File: src/rtl/seq_1011_frame_tx_if.sv
// Handshake and serial-line bundle between a frame source and seq_1011_frame_tx.
// The transmitter connects through the slave modport; the frame source uses master.
interface seq_1011_frame_tx_if #(
    parameter int DATA_W = 8
);
    logic              start;
    logic [DATA_W-1:0] data;
    logic              ready;
    logic              busy;
    logic              out;
    logic              frame_done;

    modport master (output start, data, input ready, busy, out, frame_done);
    modport slave  (input start, data, output ready, busy, out, frame_done);
endinterface

File: src/rtl/seq_1011_frame_tx.sv
// Serial framer: 4-bit sync, then DATA_W payload bits MSB-first, then GAP idle-low cycles.
// The line, busy and frame_done outputs are registered; ready is decoded from the state.
module seq_1011_frame_tx #(
    parameter int         DATA_W = 8,
    parameter logic [3:0] SYNC   = 4'b1011,
    parameter int         GAP    = 2
) (
    input logic                clk,
    input logic                rst,
    seq_1011_frame_tx_if.slave bus
);
    localparam int MAXV = (DATA_W > 4) ? ((DATA_W > GAP + 1) ? DATA_W : GAP + 1)
                                       : ((GAP + 1 > 4) ? GAP + 1 : 4);
    localparam int CW   = $clog2(MAXV);

    typedef enum logic [1:0] {S_IDLE, S_SYNC, S_DATA, S_GAP} state_t;

    state_t            state, state_n;
    logic [CW-1:0]     cnt, cnt_n;
    logic [DATA_W-1:0] sh, sh_n;
    logic              out_q, out_n;
    logic              busy_q, busy_n;
    logic              done_q, done_n;

    always_ff @(posedge clk or negedge rst) begin
        if (!rst) begin
            state  <= S_IDLE;
            cnt    <= '0;
            sh     <= '0;
            out_q  <= 1'b0;
            busy_q <= 1'b0;
            done_q <= 1'b0;
        end else begin
            state  <= state_n;
            cnt    <= cnt_n;
            sh     <= sh_n;
            out_q  <= out_n;
            busy_q <= busy_n;
            done_q <= done_n;
        end
    end

    always_comb begin
        state_n = state;
        cnt_n   = cnt;
        sh_n    = sh;
        out_n   = out_q;
        busy_n  = busy_q;
        done_n  = 1'b0;
        case (state)
            S_IDLE: begin
                out_n  = 1'b0;
                busy_n = 1'b0;
                if (bus.start) begin
                    sh_n    = bus.data;
                    out_n   = SYNC[3];
                    busy_n  = 1'b1;
                    cnt_n   = '0;
                    state_n = S_SYNC;
                end
            end
            S_SYNC: begin
                // The line always carries the shift register MSB, so the first payload bit
                // comes out of the same shift path as the rest.
                if (cnt == CW'(3)) begin
                    out_n   = sh[DATA_W-1];
                    sh_n    = sh << 1;
                    cnt_n   = '0;
                    state_n = S_DATA;
                end else begin
                    out_n = SYNC[2'(2'd2 - cnt[1:0])];
                    cnt_n = cnt + CW'(1);
                end
            end
            S_DATA: begin
                if (int'(cnt) == DATA_W - 1) begin
                    out_n   = 1'b0;
                    busy_n  = 1'b0;
                    done_n  = 1'b1;
                    cnt_n   = '0;
                    state_n = (GAP > 0) ? S_GAP : S_IDLE;
                end else begin
                    out_n = sh[DATA_W-1];
                    sh_n  = sh << 1;
                    cnt_n = cnt + CW'(1);
                end
            end
            S_GAP: begin
                out_n  = 1'b0;
                busy_n = 1'b0;
                if (int'(cnt) + 1 >= GAP) begin
                    cnt_n   = '0;
                    state_n = S_IDLE;
                end else begin
                    cnt_n = cnt + CW'(1);
                end
            end
            default: state_n = S_IDLE;
        endcase
    end

    assign bus.ready      = (state == S_IDLE);
    assign bus.busy       = busy_q;
    assign bus.out        = out_q;
    assign bus.frame_done = done_q;
endmodule

File: src/flat_wrapper.sv
// flat-port wrapper written by rule: the top's interface ports become plain ports
module seq_1011_frame_tx_flat 
#(
    parameter int         DATA_W = 8,
    parameter logic [3:0] SYNC   = 4'b1011,
    parameter int         GAP    = 2
)
  (clk, rst, bus_start, bus_data, bus_ready, bus_busy, bus_out, bus_frame_done);
  seq_1011_frame_tx_if #(.DATA_W(DATA_W)) bus_i ();
  input logic clk;
  input logic rst;
  input wire logic [$bits(bus_i.start)-1:0] bus_start;
  input wire logic [$bits(bus_i.data)-1:0] bus_data;
  output wire logic [$bits(bus_i.ready)-1:0] bus_ready;
  output wire logic [$bits(bus_i.busy)-1:0] bus_busy;
  output wire logic [$bits(bus_i.out)-1:0] bus_out;
  output wire logic [$bits(bus_i.frame_done)-1:0] bus_frame_done;
  assign bus_i.start = bus_start;
  assign bus_i.data = bus_data;
  assign bus_ready = bus_i.ready;
  assign bus_busy = bus_i.busy;
  assign bus_out = bus_i.out;
  assign bus_frame_done = bus_i.frame_done;
  seq_1011_frame_tx #(.DATA_W(DATA_W), .SYNC(SYNC), .GAP(GAP)) u_core (.clk(clk), .rst(rst), .bus(bus_i));
endmodule
File: config.mk
export PLATFORM = sky130hd
export DESIGN_NAME = seq_1011_frame_tx_flat
export DESIGN_NICKNAME = d
export VERILOG_FILES = /design/src/rtl/seq_1011_frame_tx_if.sv /design/src/rtl/seq_1011_frame_tx.sv /design/src/flat_wrapper.sv
export SDC_FILE = /design/constraint.sdc
export NUM_CORES = 1
export LEC_CHECK = 0
export CAP_MARGIN = 10
export CORE_MARGIN = 3
export CORE_UTILIZATION = 35
export CTS_BUF_LIST = sky130_fd_sc_hd__clkbuf_2
export DETAILED_ROUTE_END_ITERATION = 16
export DONT_BUFFER_PORTS = 1
export SLEW_MARGIN = 15
export SYNTH_ARGS = -nofsm -noshare
export SYNTH_HDL_FRONTEND = slang
export SYNTH_SLANG_ARGS = --single-unit
File: constraint.sdc
create_clock -name clk -period 2 [get_ports clk]
set_input_delay 0.2 -clock clk [delete_from_list [all_inputs] [get_ports clk]]
set_output_delay 0.2 -clock clk [all_outputs]
set_load 0.02 [all_outputs]
# == Word level (Yosys, flattened, before mapping) ==
# Cells that the tools add are included.
# classes
muxes,24
add_sub_neg,3
reduce_logical,6
n_lt_le_gt_ge,2
n_eq_ne,10
# ops
operator,n
"32-bit by 3-bit greater-or-equal comparator with 1-bit output, second input constant",1
8-bit two-way mux,3
8-bit case mux with 3 select lines,1
3-bit two-way mux,4
3-bit case mux with 4 select lines,1
2-bit two-way mux,4
2-bit case mux with 4 select lines,1
4-bit AND reduction,2
1-bit two-way mux,7
"2-bit by 1-bit != test with 1-bit output, second input constant",3
3-bit nonzero test,2
"3-bit by 1-bit adder with 4-bit output, second input constant",1
"2-bit equality test, second input constant",2
"2-bit != test, second input constant",2
1-bit case mux with 4 select lines,1
"3-bit by 1-bit adder with 3-bit output, second input constant",1
"3-bit by 1-bit equality test with 1-bit output, second input constant",1
"3-bit by 2-bit equality test with 1-bit output, second input constant",1
"2-bit by 3-bit less-than comparator with 1-bit output, second input constant",1
1-bit case mux with 3 select lines,1
1-bit binary-select mux with 2-bit select,1
"2-bit by 1-bit equality test with 1-bit output, second input constant",1
2-bit logical NOT,1
2-bit AND reduction,1
"2-bit subtractor, first input constant",1
# totals
register_bits,16
elab_cells,51
input_bits,11
out_inout_bits,4

# == Longest topological paths before layout ==
# Gate-level depths: netlist (run 1).
# logic_depth
ltp_word,5
depth_mapped,5
depth_no_buf,5

# == Worst setup path before layout (run 1) ==
# Ideal clock, no wire load.
# synth_path
kind,flip-flop to flip-flop
startpoint,register u_core.cnt[0]
endpoint,register u_core.state[1]
path_stages_with_launch,6
setup_time_ns,0.125
required_ns,1.875
path_slack_ns,0.023
t_arrival_ns,1.853
period_less_slack_ns,1.977
path_buffers,0
cell_sequence,dfrtp_1 ha_1 ha_1 and4bb_2 a2111oi_4 mux2_2
# synth_between
elab_chain_cells,4
word_cells_on_any_way,8
cone_classes,add/sub (1); order compare (1); eq/ne (5); reduce/logical (1)
# synth_lines
element,line,source
from (decl),seq_1011_frame_tx.sv:19,"logic [CW-1:0] cnt, cnt_n;"
from (signal assigned),seq_1011_frame_tx.sv:35,cnt <= cnt_n;
3-bit by 1-bit adder with 4-bit output,seq_1011_frame_tx.sv:91,if (int'(cnt) + 1 >= GAP) begin
32-bit by 3-bit greater-or-equal comparator with 1-bit output,seq_1011_frame_tx.sv:91,
2-bit by 1-bit != test with 1-bit output (no line),-,
4-bit AND reduction (no line) (*),-,
to (signal assigned),seq_1011_frame_tx.sv:34,state <= state_n;
to (decl),seq_1011_frame_tx.sv:18,"state_t state, state_n;"
# Mark *: on every way between the ends. The rest lies on a longest branch, timed or not.
# A chain may end at the register's enable or synchronous reset.

# == Worst setup path in the final report (run 1) ==
# layout_path
startpoint,register u_core.cnt[1]
endpoint,register u_core.state[1]
# The elaborated chain is that of the path after synthesis.

==> results of run 1 <==
metal layers:
layer	vias to the layer above	wire length (µm)
met1	306	772
li1	290	-
met3	0	76
met5	-	0
met2	13	825
met4	0	0
cell usage in the layout, fill, tap and decap left out, types with 2 or more instances in the layout:
| cell | count |
|---|---|
| a21oi_1 | 2 |
| and2_1 | 2 |
| buf_4 | 3 |
| buf_6 | 2 |
| clkbuf_2 | 3 |
| dfrtp_1 | 16 |
| dlygate4sd3_1 | 2 |
| ha_1 | 7 |
| ha_4 | 2 |
| inv_1 | 7 |
| mux2_2 | 15 |
| nand2_1 | 3 |
| nor2_1 | 2 |
| nor2b_1 | 2 |
| o21ai_0 | 4 |
critical path, stage by stage, from the launching register on:
cell and delay, ns:
dfrtp_1 0.43, ha_2 0.21, ha_4 0.22, and4bb_2 0.25
a2111oi_4 0.39, mux2_4 0.33
cells in the mapped netlist (all sizes together) (2+ instances only):
master and instances:
nand2 3, and2b 2, nor2 2, ha 10, nor2b 2, inv 8, dfrtp 16, and2 2
a21oi 2, mux2 16, o21ai 4
flip-flops by register name (all words and copies together), names as in the netlist:
register	flops
u_core.bus.out	1
u_core.cnt	3
u_core.bus.busy	1
u_core.sh	8
u_core.bus.frame_done	1
u_core.state	2
per-stage QoR:
| stage | instance area (µm²) | TNS (ns) |
|---|---|---|
| 6_report | 1091 | 0 |
| 5_1_grt | 1091 | -0.001542 |
| 4_1_cts | 1052 | 0 |
| 3_5_place_dp | 1013 | 0 |
| 3_3_place_gp | 1013 | 0 |
| 2_1_floorplan | 942.2 | 0 |
cell type report:
cell class | count | area, µm² | share of cell area
Clock buffer | 3 | 15.01 | 0.01376
Multi-Input combinational cell | 53 | 539.3 | 0.4943
Sequential cell | 16 | 400.4 | 0.3670
Clock inverter | 1 | 3.754 | 0.003440
Inverter | 8 | 30.03 | 0.02752
Timing Repair Buffer | 7 | 65.06 | 0.05963
Tap cell | 30 | 37.54 | 0.03440
report_power, final:
part           leakage [nW]  switching [mW]  total [mW]  internal [mW]
Combinational         0.275           0.471        1.10          0.627
Clock                0.0140           0.109       0.152         0.0435
Sequential            0.199           0.103       0.575          0.472
Total                 0.488           0.682        1.82           1.14
kinds of logic (layout without fill, tap and decap cells):
| kind of cell | Yosys count | after routing | share of synthesized area |
|---|---|---|---|
| adder cells (fa/ha/maj) | 10 | 10 | 0.1328 |
| AO/OA/AOI/OAI | 11 | 11 | 0.09298 |
| AND/OR/NAND/NOR | 15 | 15 | 0.1115 |
| buffers and inverters | 9 | 19 | 0.03585 |
| flip-flops | 16 | 16 | 0.4250 |
| multiplexers | 17 | 17 | 0.2019 |
timing repair:
action                                  CTS  global route
endpoints found under the setup margin    0             2
hold buffers                              2             0
hold endpoints to repair                 18             0
resized for setup                         0             7
worst min path at each step:
stage,slack (ns),cells after the start,endpoint
floorplan,-0.1,0,u_core.bus.busy
global placement,-0.1,0,u_core.bus.frame_done
detailed placement,-0.1,0,u_core.bus.frame_done
CTS,0.15,2,u_core.sh[6]
global route,0.13,2,u_core.sh[7]
finish,0.17,2,u_core.sh[6]
==> reports/metrics.sh, run 1 <==
CTS_SINKS=16
ROUTE.DETAILED.WL_PER_INST_UM=14.19
NETLIST_INSTANCES=78
FINALWORSTPATHREQUIREDPERIOD_NS=1.924
SYNTHESIS.NETS=99
VIAS=609
EFFECTIVE_UTILIZATION_AT_FLOORPLAN=0.3735
WORST-ENDPOINT-REQUIRED_NS=2.21
FINAL_CELL_COUNT_NO_FILL=118
SIGNED_AREA_CHANGE_FROM_THE_SYNTHESIZED_NETLIST_TO_THE_FINAL_LAYOUT_PCT=15.80
GRT_MAX_DEGREE=17
NETLIST_TOP_CELLS_AREA='dfrtp_1, mux2_2, ha_1, inv_1, a2111oi_4'
NUMBER_OF_ANTENNA_VIOLATIONS_AT_THE_FIRST_CHECK_IN_GLOBAL_ROUTING=0
POSTSYNTHREGISTERBITS=16
FINAL_MIN_PERIOD_OVER_CLOCK_PERIOD=0.9622
POWER_DENSITY_mW_PER_MM2=1672
INSERTION_DELAY_OF_THE_LATER_CLOCKED_PIN_IN_THE_WORST_SKEW_PAIR_NS=0.29
ENDPOINT='u_core.state[1]'
POST_ROUTE_HOLD_SLACK_NS=0.1674
PLACE_INST=112
VIA_COUNT_OF_THE_FIRST_GLOBAL_ROUTING_PASS=645
BUFFERS_INSERTED_BY_POST_CTS_TIMING_REPAIR=0
CRITICAL_PATH.MAX_FANOUT=3
POST_SYNTH_NUM_CELL_TYPES=23
WORSTREGTOREGCELLS=5
FINALWIRELENGTH_UM=1674
SETUP_SLACK_NS=0.07553
WORST_SETUP_PATH_STARTPOINT='u_core.cnt[1]'
MAXCLOCKFREQUENCY_GHz=0.5196
CRITPATHLAUNCHTYPE='flip-flop'
SYNTH_TOP_CELL_AREA_SHARE=0.4250
USE_MET2=0.1790
OUTCOME='finished, final reports clean'
YOSYSWARNINGS=0
DRT.ANTENNA.VIOLATING_NETS=0
FILLCELLCOUNT=239
GLOBAL_ROUTE.OVERFLOW_TOTAL=0
SEQUENTIAL_FRACTION_OF_THE_SYNTHESIS_AREA=0.4250
DR_DRC_COUNT=0
CHIPWIDTH_UM=57.89
TIMING.SLEW.HEADROOM=0.5054
BUFFER_LEVELS_ON_THE_LONGEST_CLOCK_PATH=2
NUMCTSBUFFERS=3
POST-ROUTE-UTIL=0.4325
MET3_USAGE=0.04900
R2R_SETUP_SLACK_NS=0.08
DESIGN.DIE.AREA_MM2=0.003351
TOTAL_DESIGN_POWER_mW=1.825
PIN_COUNT=15
PLACE_CONGESTION=0.7463
MIN-DELAY-START='bus_data[6]'
GRT_FIRST_PASS_WIRELENGTH_UM=2891
DR.PASS1.ITERS=4
CORE_MM2=0.002522
TIMING.HOLD.WORST.CLASS='in -> reg'
CP_ENDPOINT_KIND='flip-flop'
ROUTE.DETAILED.VIAS_PER_INST=5.161
CAPTURING_POINT_OF_THE_WORST_REG2REG_PATH='u_core.state[1]'
SYN-CELL-AREA_UM2=942.2
HTREE_LEVELS=1
SYNTH_LARGEST_AREA_CELL='dfrtp_1'
HPWL_UM=1256
ANTENNADIODECOUNT=0
DETAIL_ROUTE.ITER0.VIOLATIONS=11
MAX-VDD-IR-DROP_uV=835.9
MAIN_FLOP_TYPE_AFTER_SYNTHESIS='dfrtp_1'
GROUTE.USAGE.OVERALL=0.1125
DRIVE_GT1_FRAC=0.3636
POWER.LEAKAGE_nW=0.4882
TIGHTEST_SLEW_NS=0.7395
GLOBALROUTE.BUSIESTLAYER='met2'
PATH_CLASS='reg -> reg'
SETUP_CLOCK_SKEW_AFTER_LAYOUT_NS=0.006285
TIMING.MAX_CAP.VIOLATIONS=0
PRE_CTS_SLACK_NS=0.01944
REPORT.FINAL.HOLD_VIOL_COUNT=0
STD_CELL_ROWS=18
DIE_H_UM=57.89
MAXSLEWVIOLCOUNT=0
SYN-MEAN-INSTANCE-AREA_UM2=12.08
ROOT_BUFFER='clkbuf_2'
WORST_R2R_STARTPOINT='u_core.cnt[1]'
TRITONCTS='built'
CTS.CLK_SLEW.WORST_PATHS_NS=0.17
SETUP_VIOL=0
SYNTH_EDF_COUNT=0
GRT.MET1_USAGE=0.1365
FINISH.NET_COUNT=110
NUMPORTBUFFERS=0
CRITICAL_PATH_ARRIVAL_NS=2.13
POSTSYNTH.ASYNCRESETSHARE=1.000
Power figures use the tool's default switching activity.
==> run 2, diff against run 1 <==
CORE_MARGIN = unset   (was 3)
==> run 2 against run 1 <==
  * Design area fell by 3.0%
  * Sequential share of layout area rose by 1.1 points
  * Count of clock-buffer cells in the layout did not move
  * Routed wire length fell by 5.0%
  * Largest cell class unchanged
==> reports/metrics.sh, run 2 (same netlist as run 1, synthesis figures left out) <==
OUTCOME='finished, final reports clean'
PATH_CELLS='ha_2 > ha_1 > and4bb_2 > a2111oi_4 > mux2_2'
TOTAL_DESIGN_POWER_mW=1.786  # -2.1%
GRT_MAX_DEGREE=17  # unchanged
MAXCLOCKFREQUENCY_GHz=0.5181  # -0.29%
STD_CELL_ROWS=18  # unchanged
ROUTE.DETAILED.VIAS_PER_INST=5.127  # -0.66%
DR.PASS1.ITERS=2  # -2
PIN_COUNT=15  # unchanged
DIE_H_UM=53.89  # -6.9%
FINAL_MIN_PERIOD_OVER_CLOCK_PERIOD=0.9650  # +0.002795
WORST_SETUP_PATH_STARTPOINT='u_core.cnt[0]'
PATH_CLASS='reg -> reg'
MAX-VDD-IR-DROP_uV=793.0  # -5.1%
CRITICAL_PATH_ARRIVAL_NS=2.14  # about the same
WORST-ENDPOINT-REQUIRED_NS=2.21  # about the same
CP_ENDPOINT_KIND='flip-flop'
FLIP_FLOP_COUNT_OF_THE_LARGEST_REGISTER_AFTER_LAYOUT=8  # unchanged
DRT.ANTENNA.VIOLATING_NETS=0  # unchanged
TIMING.SLEW.HEADROOM=0.5130  # +0.007599
CTS.CLK_SLEW.WORST_PATHS_NS=0.16  # about the same
VIA_COUNT_OF_THE_FIRST_GLOBAL_ROUTING_PASS=640  # -0.78%
INSERTION_DELAY_OF_THE_LATER_CLOCKED_PIN_IN_THE_WORST_SKEW_PAIR_NS=0.29  # about the same
DRIVE_GT1_FRAC=0.3295  # -0.03409
VIAS=605  # -0.66%
NUMBER_OF_ANTENNA_VIOLATIONS_AT_THE_FIRST_CHECK_IN_GLOBAL_ROUTING=0  # unchanged
REPORT.FINAL.HOLD_VIOL_COUNT=0  # unchanged
SETUP_CLOCK_SKEW_AFTER_LAYOUT_NS=0.008563  # +0.002278 ns
GROUTE.USAGE.OVERALL=0.1392  # +0.02670
BUFFER_LEVELS_ON_THE_LONGEST_CLOCK_PATH=2  # unchanged
DETAIL_ROUTE.ITER0.VIOLATIONS=9  # -2
NUMPORTBUFFERS=0  # unchanged
ANTENNADIODECOUNT=0  # unchanged
MIN-DELAY-START='bus_data[0]'
BIGGESTREGSBYFLOPS='u_core.sh (8), u_core.cnt (3), u_core.state (2)'
MOSTFREQUENTLAYOUTCELLS='mux2_2, dfrtp_1, ha_1'
POWER.LEAKAGE_nW=0.4817  # -1.3%
WORST_R2R_STARTPOINT='u_core.cnt[0]'
ROOT_BUFFER='clkbuf_2'
TRITONCTS='built'
SLOWEST_STAGE='dfrtp_1'
FINALWORSTPATHREQUIREDPERIOD_NS=1.930  # +0.005589 ns
ROUTE.DETAILED.WL_PER_INST_UM=13.48  # -5.0%
CRITICAL_PATH.MAX_STAGE_DELAY_NS=0.42  # about the same
SIGNED_AREA_CHANGE_FROM_THE_SYNTHESIZED_NETLIST_TO_THE_FINAL_LAYOUT_PCT=12.35
SETUP_VIOL=0  # unchanged
HPWL_UM=1166  # -7.1%
CORE_MM2=0.002500  # -0.89%
SUM_OF_NEGATIVE_SETUP_SLACK_NS=0  # unchanged
CRITPATHLAUNCHTYPE='flip-flop'
CTS_SINKS=16  # unchanged
PLACE_CONGESTION=0.7801  # +4.5%
DESIGN.DIE.AREA_MM2=0.002904  # -13%
EFFECTIVE_UTILIZATION_AT_FLOORPLAN=0.3769  # +0.003365
POWER_DENSITY_mW_PER_MM2=1688  # +0.91%
LARGEST_REGISTER_BY_FLOP_COUNT='u_core.sh'
FINISH.NET_COUNT=110  # unchanged
DR_DRC_COUNT=0  # unchanged
GRT_FIRST_PASS_WIRELENGTH_UM=2835  # -1.9%
TIGHTEST_SLEW_NS=0.7281  # -0.01136 ns
TIMING.MAX_CAP.VIOLATIONS=0  # unchanged
CHIPWIDTH_UM=53.89  # -6.9%
NUMCTSBUFFERS=3  # unchanged
HTREE_LEVELS=1  # unchanged
MAXSLEWVIOLCOUNT=0  # unchanged
FINALWIRELENGTH_UM=1591  # -5.0%
CRITICAL_PATH.MAX_FANOUT=3  # unchanged
TIMING.HOLD.WORST.CLASS='in -> reg'
GLOBAL_ROUTE.OVERFLOW_TOTAL=0  # unchanged
==> run 2: where the power goes <==
part	internal, mW	total [mW]	switching (mW)
registers	0.472	0.572	0.100
logic	0.602	1.06	0.463
clock network	0.0435	0.150	0.106
total	1.12	1.79	0.669
==> run 2: final cells by class <==
cell class / instances / area (µm²)
multi-input cells: 53 / 510.5
clock buffers: 3 / 15.01
well taps: 30 / 37.54
flip-flops and latches: 16 / 400.4
clock inverters: 1 / 3.754
inverters: 8 / 30.03
fillers: 246 / 1441
repair buffers: 7 / 61.31
==> run 2: through the flow <==
step / std cells / cell area [µm²] / worst slack (ns) / util / hold WS [ns]
finish: 118 / 1059 / 0.06994 / 0.4234 / 0.1724
global route: 118 / 1059 / -0.006468 / 0.4234 / 0.1508
CTS: 118 / 1052 / 0.02127 / 0.4209 / 0.1583
detailed placement: 112 / 1013 / 0.04360 / 0.4054 / -0.09526
global placement: 112 / 1013 / 0.07692 / 0.4054 / -0.09527
floorplan: 78 / 942.2 / 0.02258 / - / -0.09559
==> run 2: path summary, 6_finish.rpt <==
check	endpoint	slack, ns	depth (start not counted)
setup / recovery	u_core.state[1]	0.07	5
hold reg to reg	u_core.sh[6]	0.52	1
min in group asynchronous	u_core.cnt[2]	0.38	1
max in group asynchronous	u_core.sh[6]	1.16	1
hold / removal	u_core.sh[0]	0.17	2
setup reg to reg	u_core.state[1]	0.07	5
==> run 2: worst max-delay path: cells and delay by family, from the launching register on <==
kind                     cells  cell delay [ns]
AO/OA/AOI/OAI                1             0.31
adder cells (fa/ha/maj)      2             0.49
flip-flops                   1             0.42
multiplexers                 1             0.37
AND/OR/NAND/NOR              1             0.25
==> run 2: per-layer routing <==
layer,vias up,track usage,wire [µm]
met3,0,0.06215,89
met5,-,0,0
met4,0,0.01316,0
li1,293,-,-
met1,297,0.1690,773
met2,15,0.2325,728
==> run 2: what timing repair did <==
item                                    4_1_cts  5_1_grt
endpoints found under the hold margin        18        0
setup buffers                                 0        0
resized for setup                             0        2
hold buffers                                  2        0
endpoints found under the setup margin        0       10
==> run 3, diff against run 2 <==
--- a/config.mk
+++ b/config.mk
@@ -12,2 +12,3 @@
 export DONT_BUFFER_PORTS = 1
+export SKIP_LAST_GASP = 1
 export SLEW_MARGIN = 15
==> constraint.sdc (replaced) <==
create_clock -name clk -period 2 [get_ports clk]
set_input_delay 0.5 -clock clk [delete_from_list [all_inputs] [get_ports clk]]
set_output_delay 0.5 -clock clk [all_outputs]
set_load 0.02 [all_outputs]
==> run 3 against run 2 <==
  * Die area unchanged
  * Register-to-register slack about the same
  * Critical path depth is the same
  * Global-route usage down 0.059 points
  * Core utilization fell by 0.40 points
  * Sequential cell count unchanged
  * Critical path type unchanged
  * Non-clock buffer count fell by 1
==> reports/metrics.sh, run 3 (same netlist as run 1, synthesis figures left out) <==
MAX-VDD-IR-DROP_uV=792.8  # about the same
POWER.LEAKAGE_nW=0.4775  # -0.87%
GRT_FIRST_PASS_WIRELENGTH_UM=2822  # -0.46%
LARGEST_REGISTER_BY_FLOP_COUNT='u_core.sh'
SETUP_CLOCK_SKEW_AFTER_LAYOUT_NS=0.009289  # +0.0007257 ns
NUMPORTBUFFERS=0  # unchanged
VIAS=602  # -0.50%
CTS.CLK_SLEW.WORST_PATHS_NS=0.17  # about the same
FINALWORSTPATHREQUIREDPERIOD_NS=1.930  # +0.00007550 ns
TIMING.HOLD.WORST.CLASS='in -> reg'
MAXCLOCKFREQUENCY_GHz=0.5181  # about the same
CRITICAL_PATH_ARRIVAL_NS=2.14  # about the same
REPORT.FINAL.HOLD_VIOL_COUNT=0  # unchanged
TIMING.MAX_CAP.VIOLATIONS=0  # unchanged
POWER_DENSITY_mW_PER_MM2=1702  # +0.83%
WORST-ENDPOINT-REQUIRED_NS=2.21  # about the same
DIE_H_UM=53.89  # unchanged
PATH_CLASS='reg -> reg'
FINAL_MIN_PERIOD_OVER_CLOCK_PERIOD=0.9651  # about the same
SLOWEST_STAGE='dfrtp_1'
NUMBER_OF_ANTENNA_VIOLATIONS_AT_THE_FIRST_CHECK_IN_GLOBAL_ROUTING=0  # unchanged
SETUP_VIOL=0  # unchanged
BIGGESTREGSBYFLOPS='u_core.sh (8), u_core.cnt (3), u_core.state (2)'
R2R_SETUP_SLACK_NS=0.07  # about the same
CTS_SINKS=16  # unchanged
CP_ENDPOINT_KIND='flip-flop'
VIA_COUNT_OF_THE_FIRST_GLOBAL_ROUTING_PASS=637  # -0.47%
CRITPATHTOPFAMILY='adder cells'
SUM_OF_NEGATIVE_SETUP_SLACK_NS=0  # unchanged
ROOT_BUFFER='clkbuf_2'
SIGNED_AREA_CHANGE_FROM_THE_SYNTHESIZED_NETLIST_TO_THE_FINAL_LAYOUT_PCT=11.29
INSERTION_DELAY_OF_THE_LATER_CLOCKED_PIN_IN_THE_WORST_SKEW_PAIR_NS=0.29  # about the same
EFFECTIVE_UTILIZATION_AT_FLOORPLAN=0.3769  # unchanged
FINISH.NET_COUNT=109  # -0.91%
PLACE_INST=112  # unchanged
PATH_CELLS='ha_2 > ha_1 > and4bb_2 > a2111oi_4 > mux2_2'
CORE_MM2=0.002500  # unchanged
ROUTE.DETAILED.VIAS_PER_INST=5.145  # +0.35%
DRT.ANTENNA.VIOLATING_NETS=0  # unchanged
TRITONCTS='built'
FLIP_FLOP_COUNT_OF_THE_LARGEST_REGISTER_AFTER_LAYOUT=8  # unchanged
CHIPWIDTH_UM=53.89  # unchanged
PIN_COUNT=15  # unchanged
FINALWIRELENGTH_UM=1585  # -0.38%
GROUTE.USAGE.OVERALL=0.1386  # -0.0005896
CRITICAL_PATH.MAX_FANOUT=3  # unchanged
FINAL_CELL_COUNT_NO_FILL=117  # -0.85%
NUMCTSBUFFERS=3  # unchanged
BUFFER_LEVELS_ON_THE_LONGEST_CLOCK_PATH=2  # unchanged
STD_CELL_ROWS=18  # unchanged
DR_DRC_COUNT=0  # unchanged
HTREE_LEVELS=1  # unchanged
DETAIL_ROUTE.ITER0.VIOLATIONS=8  # -1
PATH_BUF_INV=0  # unchanged
ROUTE.DETAILED.WL_PER_INST_UM=13.55  # +0.47%
HPWL_UM=1166  # unchanged
GRT_MAX_DEGREE=17  # unchanged
ANTENNADIODECOUNT=0  # unchanged
DRIVE_GT1_FRAC=0.3333  # +0.003788
DESIGN.DIE.AREA_MM2=0.002904  # unchanged
DR.PASS1.ITERS=2  # unchanged
PLACE_CONGESTION=0.7801  # unchanged
MOSTFREQUENTLAYOUTCELLS='mux2_2, dfrtp_1, ha_1'
TIMING.SLEW.HEADROOM=0.5131  # about the same
CRITPATHLAUNCHTYPE='flip-flop'
CRITICAL_PATH.MAX_STAGE_DELAY_NS=0.42  # about the same
GLOBAL_ROUTE.OVERFLOW_TOTAL=0  # unchanged
OUTCOME='finished, final reports clean'
MAXSLEWVIOLCOUNT=0  # unchanged
TIGHTEST_SLEW_NS=0.7280  # -0.00009513 ns
## run 3: final cells by class
type	count	area [µm²]
clock buffer	3	15.01
clock inverter	1	3.754
fill	247	1451
inverter	8	30.03
multi-input combinational	53	510.5
sequential	16	400.4
tap	30	37.54
timing repair buffer	6	51.30
## run 3: routing by layer
metal / track usage / part of all wire / vias up / routed length, µm
li1: - / - / 290 / -
met1: 0.1672 / 0.48 / 297 / 760
met2: 0.2325 / 0.46 / 15 / 732
met3: 0.06215 / 0.059 / 0 / 93
met4: 0.01316 / 0 / 0 / 0
met5: 0 / 0 / - / 0
## run 3: power breakdown
group	switching (mW)	internal (mW)
Clock	0.106	0.0435
Sequential	0.100	0.472
Combinational	0.462	0.600
## run 3: timing repair
item / CTS / global route
setup buffers: 0 / 0
gates resized for setup: 0 / 2
setup endpoints to repair: 0 / 10
hold buffers: 1 / 0
hold endpoints to repair: 16 / 0
## run 3: metrics by stage
| step | hold WS [ns] | util | power [mW] | instance area (µm²) | setup WS (ns) |
|---|---|---|---|---|---|
| after floorplan | 0.2044 | - | 1.385 | 942.2 | 0.02258 |
| after global placement | 0.2047 | 0.4054 | 1.599 | 1013 | 0.07692 |
| after detailed placement | 0.2047 | 0.4054 | 1.628 | 1013 | 0.04360 |
| after CTS | 0.2473 | 0.4169 | 1.792 | 1042 | 0.02127 |
| after global routing | 0.2245 | 0.4194 | 1.954 | 1049 | -0.006468 |
| final | 0.2610 | 0.4194 | 1.784 | 1049 | 0.06986 |
## run 3: path summary, 6_finish.rpt
kind / start / endpoint / depth (start not counted)
max: u_core.cnt[0] / u_core.state[1] / 5
min: bus_start / u_core.cnt[2] / 1
max reg2reg: u_core.cnt[0] / u_core.state[1] / 5
min reg2reg: u_core.sh[6] / u_core.sh[6] / 1
max in group asynchronous: rst / u_core.sh[6] / 1
min in group asynchronous: rst / u_core.cnt[2] / 1
## run 3: worst register-to-register path: cells and delay by family, from the launching register on
family          cells  cell delay, ns
compound gates      1            0.31
fa+ha+maj           2            0.49
flops               1            0.42
mux                 1            0.37
simple gates        1            0.25
